### src/rtl/key_matrix_scan_pkg.sv
// Shared types and width helpers for the key matrix scanner.
package key_scan_pkg;

    // Scanner sequencing states
    typedef enum logic [1:0] {
        SETTLE   = 2'd0,
        SAMPLE   = 2'd1,
        DEBOUNCE = 2'd2,
        REPORT   = 2'd3
    } scan_state_t;

    // $clog2 that never returns 0, so single-entry ranges still get a 1-bit field
    function automatic int clog2_min1(input int n);
        int w;
        w = $clog2(n);
        return (w < 1) ? 1 : w;
    endfunction

endpackage

### src/rtl/key_matrix_scan_if.sv
// Key event channel: code, press/release flag, valid/ready handshake.
interface key_matrix_scan_if #(
    parameter int KW = 4
);
    logic [KW-1:0] okey;
    logic          opress;
    logic          ovalid;
    logic          oready;

    modport master (output okey, output opress, output ovalid, input oready);
    modport slave  (input okey, input opress, input ovalid, output oready);
endinterface

### src/rtl/key_matrix_scan_sync_2ff.sv
// Two-flop synchronizer; resets to all ones so idle pulled-up lines read as released.
module sync_2ff #(
    parameter int WIDTH = 1
) (
    input  logic             clk,
    input  logic             rst_n,
    input  logic [WIDTH-1:0] din,
    output logic [WIDTH-1:0] dout
);
    logic [WIDTH-1:0] meta;

    // Double-register the asynchronous inputs
    always_ff @(posedge clk or negedge rst_n) begin
        if (!rst_n) begin
            meta <= '1;
            dout <= '1;
        end else begin
            meta <= din;
            dout <= meta;
        end
    end
endmodule

### src/rtl/key_matrix_scan.sv
// Key matrix scanner: walks the columns, debounces any changed column with one
// shared timer, and reports each changed key as a press/release event.
//
//   state    | meaning
//   SETTLE   | column driven, waiting for rows and synchronizer to settle
//   SAMPLE   | one-cycle compare of sampled rows against the stable image
//   DEBOUNCE | change seen, holding column until rows are steady for DB_CYC
//   REPORT   | emitting one event per changed row, lowest row first
module key_matrix_scan
    import key_scan_pkg::*;
#(
    parameter int ROWS       = 4,
    parameter int COLS       = 4,
    parameter int CLK_FREQ   = 20,
    parameter int DELAY_TIME = 2,
    parameter int SETTLE_CYC = 4
) (
    input  logic              clk,
    input  logic              rst_n,
    input  logic [ROWS-1:0]   row_in,
    output logic [COLS-1:0]   col_out,
    output logic              busy,
    key_matrix_scan_if.master evt
);
    localparam int DB_CYC = CLK_FREQ * DELAY_TIME;
    localparam int KW     = clog2_min1(ROWS * COLS);
    localparam int CW     = clog2_min1(COLS);
    localparam int RW     = clog2_min1(ROWS);
    localparam int DBW    = clog2_min1(DB_CYC + 1);
    localparam int SW     = clog2_min1(SETTLE_CYC + 1);

    scan_state_t     state;
    logic [CW-1:0]   col;
    logic [SW-1:0]   set_cnt;
    logic [DBW-1:0]  db_cnt;
    logic [ROWS-1:0] cand;
    logic [ROWS-1:0] diff;
    logic [RW-1:0]   rpt_row;
    logic [ROWS-1:0] stable [COLS];
    logic [KW-1:0]   okey;
    logic            opress;
    logic            ovalid;

    logic [ROWS-1:0] row_sync;
    logic [ROWS-1:0] samp;
    logic [ROWS-1:0] first_diff;
    logic [RW-1:0]   first_row;
    logic [ROWS-1:0] diff_rest;
    logic [RW-1:0]   rest_row;
    logic [CW-1:0]   col_nxt;

    sync_2ff #(.WIDTH(ROWS)) u_sync (
        .clk   (clk),
        .rst_n (rst_n),
        .din   (row_in),
        .dout  (row_sync)
    );

    assign samp = ~row_sync;

    assign evt.okey   = okey;
    assign evt.opress = opress;
    assign evt.ovalid = ovalid;

    function automatic logic [COLS-1:0] col_drive(input logic [CW-1:0] c);
        logic [COLS-1:0] d;
        d    = '1;
        d[c] = 1'b0;
        return d;
    endfunction

    function automatic logic [RW-1:0] lowest_row(input logic [ROWS-1:0] v);
        logic [RW-1:0] r;
        r = '0;
        for (int i = ROWS - 1; i >= 0; i--) begin
            if (v[i]) r = RW'(i);
        end
        return r;
    endfunction

    function automatic logic [KW-1:0] key_code(input logic [CW-1:0] c, input logic [RW-1:0] r);
        return KW'(c) * KW'(ROWS) + KW'(r);
    endfunction

    // Priority encoding of the first pending event and the one after the current
    always_comb begin
        first_diff = cand ^ stable[col];
        first_row  = lowest_row(first_diff);
        diff_rest  = diff & ~(ROWS'(1) << rpt_row);
        rest_row   = lowest_row(diff_rest);
        col_nxt    = (col == CW'(COLS - 1)) ? '0 : col + 1'b1;
    end

    // Scan / debounce / report sequencer with registered outputs
    always_ff @(posedge clk or negedge rst_n) begin
        if (!rst_n) begin
            state   <= SETTLE;
            col     <= '0;
            set_cnt <= '0;
            db_cnt  <= '0;
            cand    <= '0;
            diff    <= '0;
            rpt_row <= '0;
            stable  <= '{default: '0};
            okey    <= '0;
            opress  <= 1'b0;
            ovalid  <= 1'b0;
            busy    <= 1'b0;
            col_out <= '1;
        end else begin
            case (state)
                SETTLE: begin
                    // Settling time is counted only once the column is actually driven,
                    // which matters for the first column after reset.
                    col_out <= col_drive(col);
                    if (col_out[col]) begin
                        set_cnt <= '0;
                    end else if (set_cnt == SW'(SETTLE_CYC - 1)) begin
                        set_cnt <= '0;
                        state   <= SAMPLE;
                    end else begin
                        set_cnt <= set_cnt + 1'b1;
                    end
                end
                SAMPLE: begin
                    if (samp == stable[col]) begin
                        col     <= col_nxt;
                        col_out <= col_drive(col_nxt);
                        state   <= SETTLE;
                    end else begin
                        cand   <= samp;
                        db_cnt <= '0;
                        busy   <= 1'b1;
                        state  <= DEBOUNCE;
                    end
                end
                DEBOUNCE: begin
                    if (samp != cand) begin
                        db_cnt  <= '0;
                        busy    <= 1'b0;
                        col     <= col_nxt;
                        col_out <= col_drive(col_nxt);
                        state   <= SETTLE;
                    end else if (db_cnt == DBW'(DB_CYC - 1)) begin
                        diff        <= first_diff;
                        stable[col] <= cand;
                        rpt_row     <= first_row;
                        okey        <= key_code(col, first_row);
                        opress      <= cand[first_row];
                        ovalid      <= 1'b1;
                        state       <= REPORT;
                    end else begin
                        db_cnt <= db_cnt + 1'b1;
                    end
                end
                REPORT: begin
                    if (ovalid && evt.oready) begin
                        diff <= diff_rest;
                        if (diff_rest != '0) begin
                            rpt_row <= rest_row;
                            okey    <= key_code(col, rest_row);
                            opress  <= cand[rest_row];
                        end else begin
                            ovalid  <= 1'b0;
                            busy    <= 1'b0;
                            col     <= col_nxt;
                            col_out <= col_drive(col_nxt);
                            state   <= SETTLE;
                        end
                    end
                end
                default: state <= SETTLE;
            endcase
        end
    end
endmodule

### src/flat_wrapper.sv
// flat-port wrapper written by rule: the top's interface ports become plain ports
module key_matrix_scan_flat import key_scan_pkg::*;
#(
    parameter int ROWS       = 4,
    parameter int COLS       = 4,
    parameter int CLK_FREQ   = 20,
    parameter int DELAY_TIME = 2,
    parameter int SETTLE_CYC = 4
)
  (clk, rst_n, row_in, col_out, busy, evt_okey, evt_opress, evt_ovalid, evt_oready);
  key_matrix_scan_if #(.KW((4))) evt_i ();
  input  logic clk;
  input  logic rst_n;
  input  logic [ROWS-1:0] row_in;
  output logic [COLS-1:0] col_out;
  output logic busy;
  output wire logic [$bits(evt_i.okey)-1:0] evt_okey;
  output wire logic [$bits(evt_i.opress)-1:0] evt_opress;
  output wire logic [$bits(evt_i.ovalid)-1:0] evt_ovalid;
  input wire logic [$bits(evt_i.oready)-1:0] evt_oready;
  assign evt_okey = evt_i.okey;
  assign evt_opress = evt_i.opress;
  assign evt_ovalid = evt_i.ovalid;
  assign evt_i.oready = evt_oready;
  key_matrix_scan #(.ROWS(ROWS), .COLS(COLS), .CLK_FREQ(CLK_FREQ), .DELAY_TIME(DELAY_TIME), .SETTLE_CYC(SETTLE_CYC)) u_core (.clk(clk), .rst_n(rst_n), .row_in(row_in), .col_out(col_out), .busy(busy), .evt(evt_i));
endmodule
### config.mk
export PLATFORM = sky130hd
export DESIGN_NAME = key_matrix_scan_flat
export DESIGN_NICKNAME = d
export VERILOG_FILES = /design/src/rtl/key_matrix_scan_pkg.sv /design/src/rtl/key_matrix_scan_if.sv /design/src/rtl/key_matrix_scan_sync_2ff.sv /design/src/rtl/key_matrix_scan.sv /design/src/flat_wrapper.sv
export SDC_FILE = /design/constraint.sdc
export NUM_CORES = 1
export LEC_CHECK = 0
export BUFFER_PORTS_ARGS = -buffer_cell sky130_fd_sc_hd__clkbuf_2
export CAP_MARGIN = 20
export CORE_MARGIN = 1.5
export CORE_UTILIZATION = 50
export DETAILED_ROUTE_END_ITERATION = 16
export GPL_TIMING_DRIVEN = 1
export PLACE_DENSITY = 0.67
export SLEW_MARGIN = 20
export SYNTH_ARGS = -nofsm -noshare
export SYNTH_HDL_FRONTEND = slang
export SYNTH_SLANG_ARGS = --single-unit
### constraint.sdc
create_clock -name clk -period 6.8 [get_ports clk]
set_clock_uncertainty 0.05 [all_clocks]
set_input_delay 0.34 -clock clk [delete_from_list [all_inputs] [get_ports clk]]
set_output_delay 0.34 -clock clk [all_outputs]
set_load 0.005 [all_outputs]
; After elaboration in Yosys (flattened, before gate mapping)
; Index checks and enable logic that the tools add are counted.
; Widths: inputs -> output; s select.
[op_classes]
n_mux = 76
add_sub_neg = 5
n_reduce_logical = 19
n_eq_ne = 20
n_bitwise = 9
n_shift = 1
order_cmp = 8
[ops]
columns = op, count
row1 = $mux 4, 14
row2 = $mux 2, 24
row3 = $reduce_and 5->1, 5
row4 = $mux 6, 3
row5 = $bwmux 16, 1
row6 = $not 4->4, 4
row7 = $pmux 4 s2, 2
row8 = $pmux 4 s4, 1
row9 = $mux 1, 15
row10 = $lt 2x3->1 const B, 4
row11 = $ne 2x1->1 const B, 6
row12 = $pmux 6 s2, 1
row13 = $add 4x2->4, 2
row14 = $bmux 4 s2, 1
row15 = $demux 4 s2, 1
row16 = $ne 2x2->1 const B, 4
row17 = $pmux 2 s4, 1
row18 = $reduce_and 4->1, 2
row19 = $add 6x1->6 const B, 1
row20 = $bmux 1 s2, 3
row21 = $eq 2x2->1 const B, 3
row22 = $eq 6x6->1 const B, 1
row23 = $mux 3, 2
row24 = $pmux 2 s3, 1
row25 = 27 further kinds, 36
[totals]
in_bits = 7
out_inout_bits = 11
ff_bits = 58

; Longest topological paths before layout
[logic_depth]
depth_word = 14
depth_mapped = 9
ltp_nobuf = 8

; By module
; A second synthesis with hierarchy kept.
[unflattened]
hier_cells = 269
hier_area_um2 = 2934.1
[modules_own_cells]
columns = module, cells_each, n_inst, area_per_inst_um2
row1 = key_matrix_scan, 261, 1, 2723.9
row2 = sync_2ff, 8, 1, 210.2

; Worst setup path after synthesis
; OpenSTA, ideal clock, no wires.
[synth_timing]
path_kind = reg-to-reg
start = register u_core.col[0]
end = register u_core.col[0]
setup_slack_ps = 4406
arrival_ps = 2219
path_stages_with_launch = 9
synth_period_minus_slack_ps = 2394
n_path_buf = 2
path_cell_list = dfrtp_1 buf_6 mux4_2 xnor2_1 nor4_2 nand2b_1 buf_4 nand3_2 mux2_4
[synth_via]
elab_chain_len = 7
word_cells_on_any_way = 15
classes_between = add/sub: 1 / eq/ne: 3 / mux: 9 / bitwise: 1 / reduce/logical: 1
[synth_lines]
columns = element, line
row1 = "start, declared", key_matrix_scan.sv:33  ; logic [CW-1:0] col;
row2 = "start signal, assigned", key_matrix_scan.sv:127  ; col <= col_nxt;
row3 = "start signal, assigned", key_matrix_scan.sv:141  ; col <= col_nxt;
row4 = "start signal, assigned", key_matrix_scan.sv:166  ; col <= col_nxt;
row5 = $not 2->3 (implied by the code), key_matrix_scan.sv:126  ; if (samp == stable[col]) begin
row6 = $bmux 4 s2, key_matrix_scan.sv:126
row7 = $mux 4 (implied by the code) (2 in a row), key_matrix_scan.sv:126
row8 = $eq 4x4->1, key_matrix_scan.sv:126
row9 = $ne 2x1->1 (no line), --
row10 = $reduce_and 5->1 (no line), --
; Parallel ways exist; a longest one is shown, timed or not. The select of a mux whose other input is x is not followed.
; A chain may end at the register's enable or synchronous reset.

; Worst setup path after layout
[layout_timing]
start = register u_core.col[0]
end = register u_core.col_out[0]
[layout_via]
elab_chain_len = 10
word_cells_on_any_way = 27
classes_between = add/sub: 1 / order compare: 4 / eq/ne: 3 / mux: 13 / bitwise: 3 / reduce/logical: 3
[layout_lines]
columns = element, line
row1 = $add 2x1->2 / $eq 2x2->1 (equally long branches), key_matrix_scan.sv:91  ; col_nxt = (col == CW'(COLS - 1)) ? '0 : col + 1'b1;
row2 = $mux 2, key_matrix_scan.sv:91
row3 = $lt 2x3->1 (implied by the code) / $ge 2x1->1 (equally long branches), key_matrix_scan.sv:68  ; d[c] = 1'b0;
row4 = $logic_and 1x1->1 (implied by the code), key_matrix_scan.sv:68
row5 = $mux 1 (implied by the code), key_matrix_scan.sv:68
row6 = $demux 1 s2, --
row7 = $not 4->4 (no line), --
row8 = $mux 4, key_matrix_scan.sv:159  ; if (diff_rest != '0) begin
row9 = $mux 4, key_matrix_scan.sv:157  ; if (ovalid && evt.oready) begin
row10 = $pmux 4 s4, key_matrix_scan.sv:111  ; case (state)
row11 = "end signal, assigned", key_matrix_scan.sv:115  ; col_out <= col_drive(col);
row12 = "end signal, assigned", key_matrix_scan.sv:128  ; col_out <= col_drive(col_nxt);
row13 = "end signal, assigned", key_matrix_scan.sv:167  ; col_out <= col_drive(col_nxt);
row14 = "end, declared", key_matrix_scan.sv:21  ; output logic [COLS-1:0] col_out,
; Parallel ways exist; a longest one is shown, timed or not. The select of a mux whose other input is x is not followed.

==> impl_results.md <==
* Sink Count at 56
* Post-Syn Instances at 284
* CTS clk-pin slew, worst paths at 0.11 ns
* Die Span Y at 81.7 um
* I/O pin count at 18
* WHS at 0.0448 ns
* Final nets at 311
* CTS tree: built
* Critical path class: flop to flop
* Slowest cell on crit path: dfrtp_1
* Final hold viol count at 0
* CP max stage delay at 0.71 ns
* Antenna viol nets, final at 0
* Final setup fails at 0
* Largest cells by area after synthesis: dfrtp_1 36%, dfstp_2 10%, mux2_2 9.1%, ha_1 4.8%, mux4_2 3.6%
* Drt via density at 5.74
* Final period util at 0.421
* FP Rows at 28
* Share of the synthesized area in the top cell type at 0.355
* Synth Warn # at 0
* Crit path DAT at 3.07 ns
* Slew headroom at 0.459
* Vias in the first global route at 1975
* Run status: finished clean
* RSZ-0062 raised after global routing: no
* First-pass GRT wire length at 9740 um
* Cell family with most CP delay: multiplexers
* Grt ovf at 0
* Final wirelength at 5930 um
* FMAX at 349 MHz
* H-tree depth at 2
* Worst setup EP type: flop
* Clk root buf: clkbuf_8
* # Max-Cap Violations at 0
* Initial Util at 0.520
* Die area at 0.00668 sq mm
* Register area share after synthesis at 0.457
* Gr usage total at 0.195
* Post-CTS sizing at 0
* Wire per inst at 16.1 um
* Number of buffers created by CTS at 5
* Fin util at 0.558
* Drt drc at 0
* Clock Latency Late Sink at 0.32 ns
* Share of post-route cells with drive strength above 1 at 0.263
* DP Cell Count at 360
* Post-synth EDFFs at 0
* Most area-hungry cell type in the Yosys netlist: dfrtp_1
* Largest net degree at the start of global routing at 57
* Post-synthesis average cell area at 10.9 sq um
* Post-layout minimum cycle time at 2.86 ns
* Hpwl dp at 4200 um
* 1st-pass router iterations at 4
* CP Data Required Time at 7.00 ns
* CP max FO at 14
* # hold bufs at CTS at 0
* Antenna diodes at 0
* Cells along the critical path: mux4_2 -> xnor2_1 -> nor4_2 -> nand2b_1 -> nand3_1 -> mux2_2
* Hold crit path type: input port to flop
* Gpl congestion at 0.777
* Initial antenna violation count at 0
* Ys async rst share at 1.00
* Area delta synth->final at 7.19%
* Post-CTS Setup Inserts at 0
* Top FF cell, synth: dfrtp_1
* Synth Register Bits at 56
* Initial detailed-routing violation count at 127
* CP Buf/Inv Count at 0
* Clock buffer depth at 2
* Setup_tns at 0 ns
* Die width at 81.7 um
* Slew @ Worst Pin at 0.812 ns
* Distinct cell type count after synthesis at 55
* Fin cells at 368
* Slew Limit Fails at 0
* IO buf count at 17
* LEAKAGE at 1.48 nW
* Via count at 2114
* Power density cells at 377 mW/mm^2
* Crit start category: flop
* Core outline area at 0.00596 sq mm
* Post-Syn Area at 0.00310 sq mm
* VDD IR max at 0.178 mV
* Mapped Nets at 303
cell usage after synthesis (2+ instances only):
cell	number
a211oi_1	3
a21oi_1	5
a22o_1	2
a22oi_1	2
a31o_2	2
a32o_1	2
and2_1	3
and3_1	8
buf_2	3
clkbuf_1	12
dfrtp_1	44
dfstp_2	12
ha_1	12
inv_1	16
mux2_2	25
mux2_4	2
mux2i_1	8
mux4_2	5
nand2_1	19
nand2b_1	8
nand3_1	7
nor2_1	10
nor2b_1	2
nor3_1	2
nor4_1	2
o21ai_0	21
o22ai_1	5
o2bb2ai_1	2
o311ai_0	2
o31ai_1	3
xnor2_1	10
xor2_1	2
where the power goes:
group	total, W	internal, W	switching (W)
logic	0.000498	0.000247	0.000251
clock network	0.000226	0.000111	0.000115
registers	0.000529	0.000409	0.000120
path summary, 6_finish.rpt:
kind	cells after the start	from	end	slack (ns)
setup / recovery	6	u_core.col[0]	u_core.col_out[0]	3.94
hold / removal	1	row_in[1]	u_core.u_sync.meta[1]	0.04
setup reg to reg	6	u_core.col[0]	u_core.col_out[0]	3.94
hold reg to reg	0	u_core.u_sync.meta[1]	u_core.u_sync.dout[1]	0.31
max in group asynchronous	2	rst_n	u_core.stable[10]	6.13
min in group asynchronous	2	rst_n	u_core.db_cnt[0]	0.08
state kept, by name (all words and copies together), names as in the netlist:
signal / flops
u_core.evt.ovalid: 1
u_core.col: 2
u_core.u_sync.dout: 4
u_core.col_out: 4
u_core.set_cnt: 3
u_core.cand: 4
u_core.u_sync.meta: 4
u_core.evt.opress: 1
u_core.stable: 16
u_core.db_cnt: 6
u_core.state: 2
u_core.diff: 4
u_core.busy: 1
u_core.evt.okey: 4
kinds of logic (layout without fill, tap and decap cells):
family	after synthesis	after routing	synth area share
simple gates	72	72	0.128
compound gates	59	59	0.126
flops	56	56	0.457
mux	40	40	0.163
buf+inv	33	42	0.0448
fa+ha+maj	12	12	0.0484
xor+xnor	12	12	0.0339
cell usage in the layout (no fill, tap or decap), drive strengths merged, types with 3 or more instances in the layout:
cell type,instances
mux4,5
a211oi,3
nand3,8
mux2i,8
dfrtp,44
nor2,10
and2,4
o31ai,3
and3,8
nand2b,8
mux2,27
ha,12
inv,17
nand2,19
o22ai,5
dfstp,12
o21ai,22
nor4,3
xnor2,10
a21oi,5
clkbuf,22
cell type report:
type                    count  area (sq um)
clock inverters             3          46.3
flip-flops and latches     56          1420
well taps                  75          93.8
inverters                  16          60.1
repair buffers             18          92.6
fillers                   535          2630
clock buffers               5          68.8
multi-input cells         195          1540
per-stage QoR:
| step | instance area [sq um] | worst slack (ns) | power [W] |
|---|---|---|---|
| global placement | 3210 | 3.96 | 0.00102 |
| CTS | 3320 | 3.91 | 0.00126 |
| finish | 3320 | 3.94 | 0.00125 |
| global route | 3320 | 3.71 | 0.00135 |
| floorplan | 3100 | 4.41 | 0.000912 |
| detailed placement | 3210 | 3.93 | 0.00103 |
metal layers:
metal | up-vias | track usage | routed length [um]
met5 | - | 0 | 0
met1 | 1036 | 0.276 | 2970
met3 | 6 | 0.0400 | 182
met2 | 38 | 0.298 | 2690
li1 | 1034 | - | -
met4 | 0 | 0.0661 | 85
Note: power is estimated with default switching activity, not from simulation.
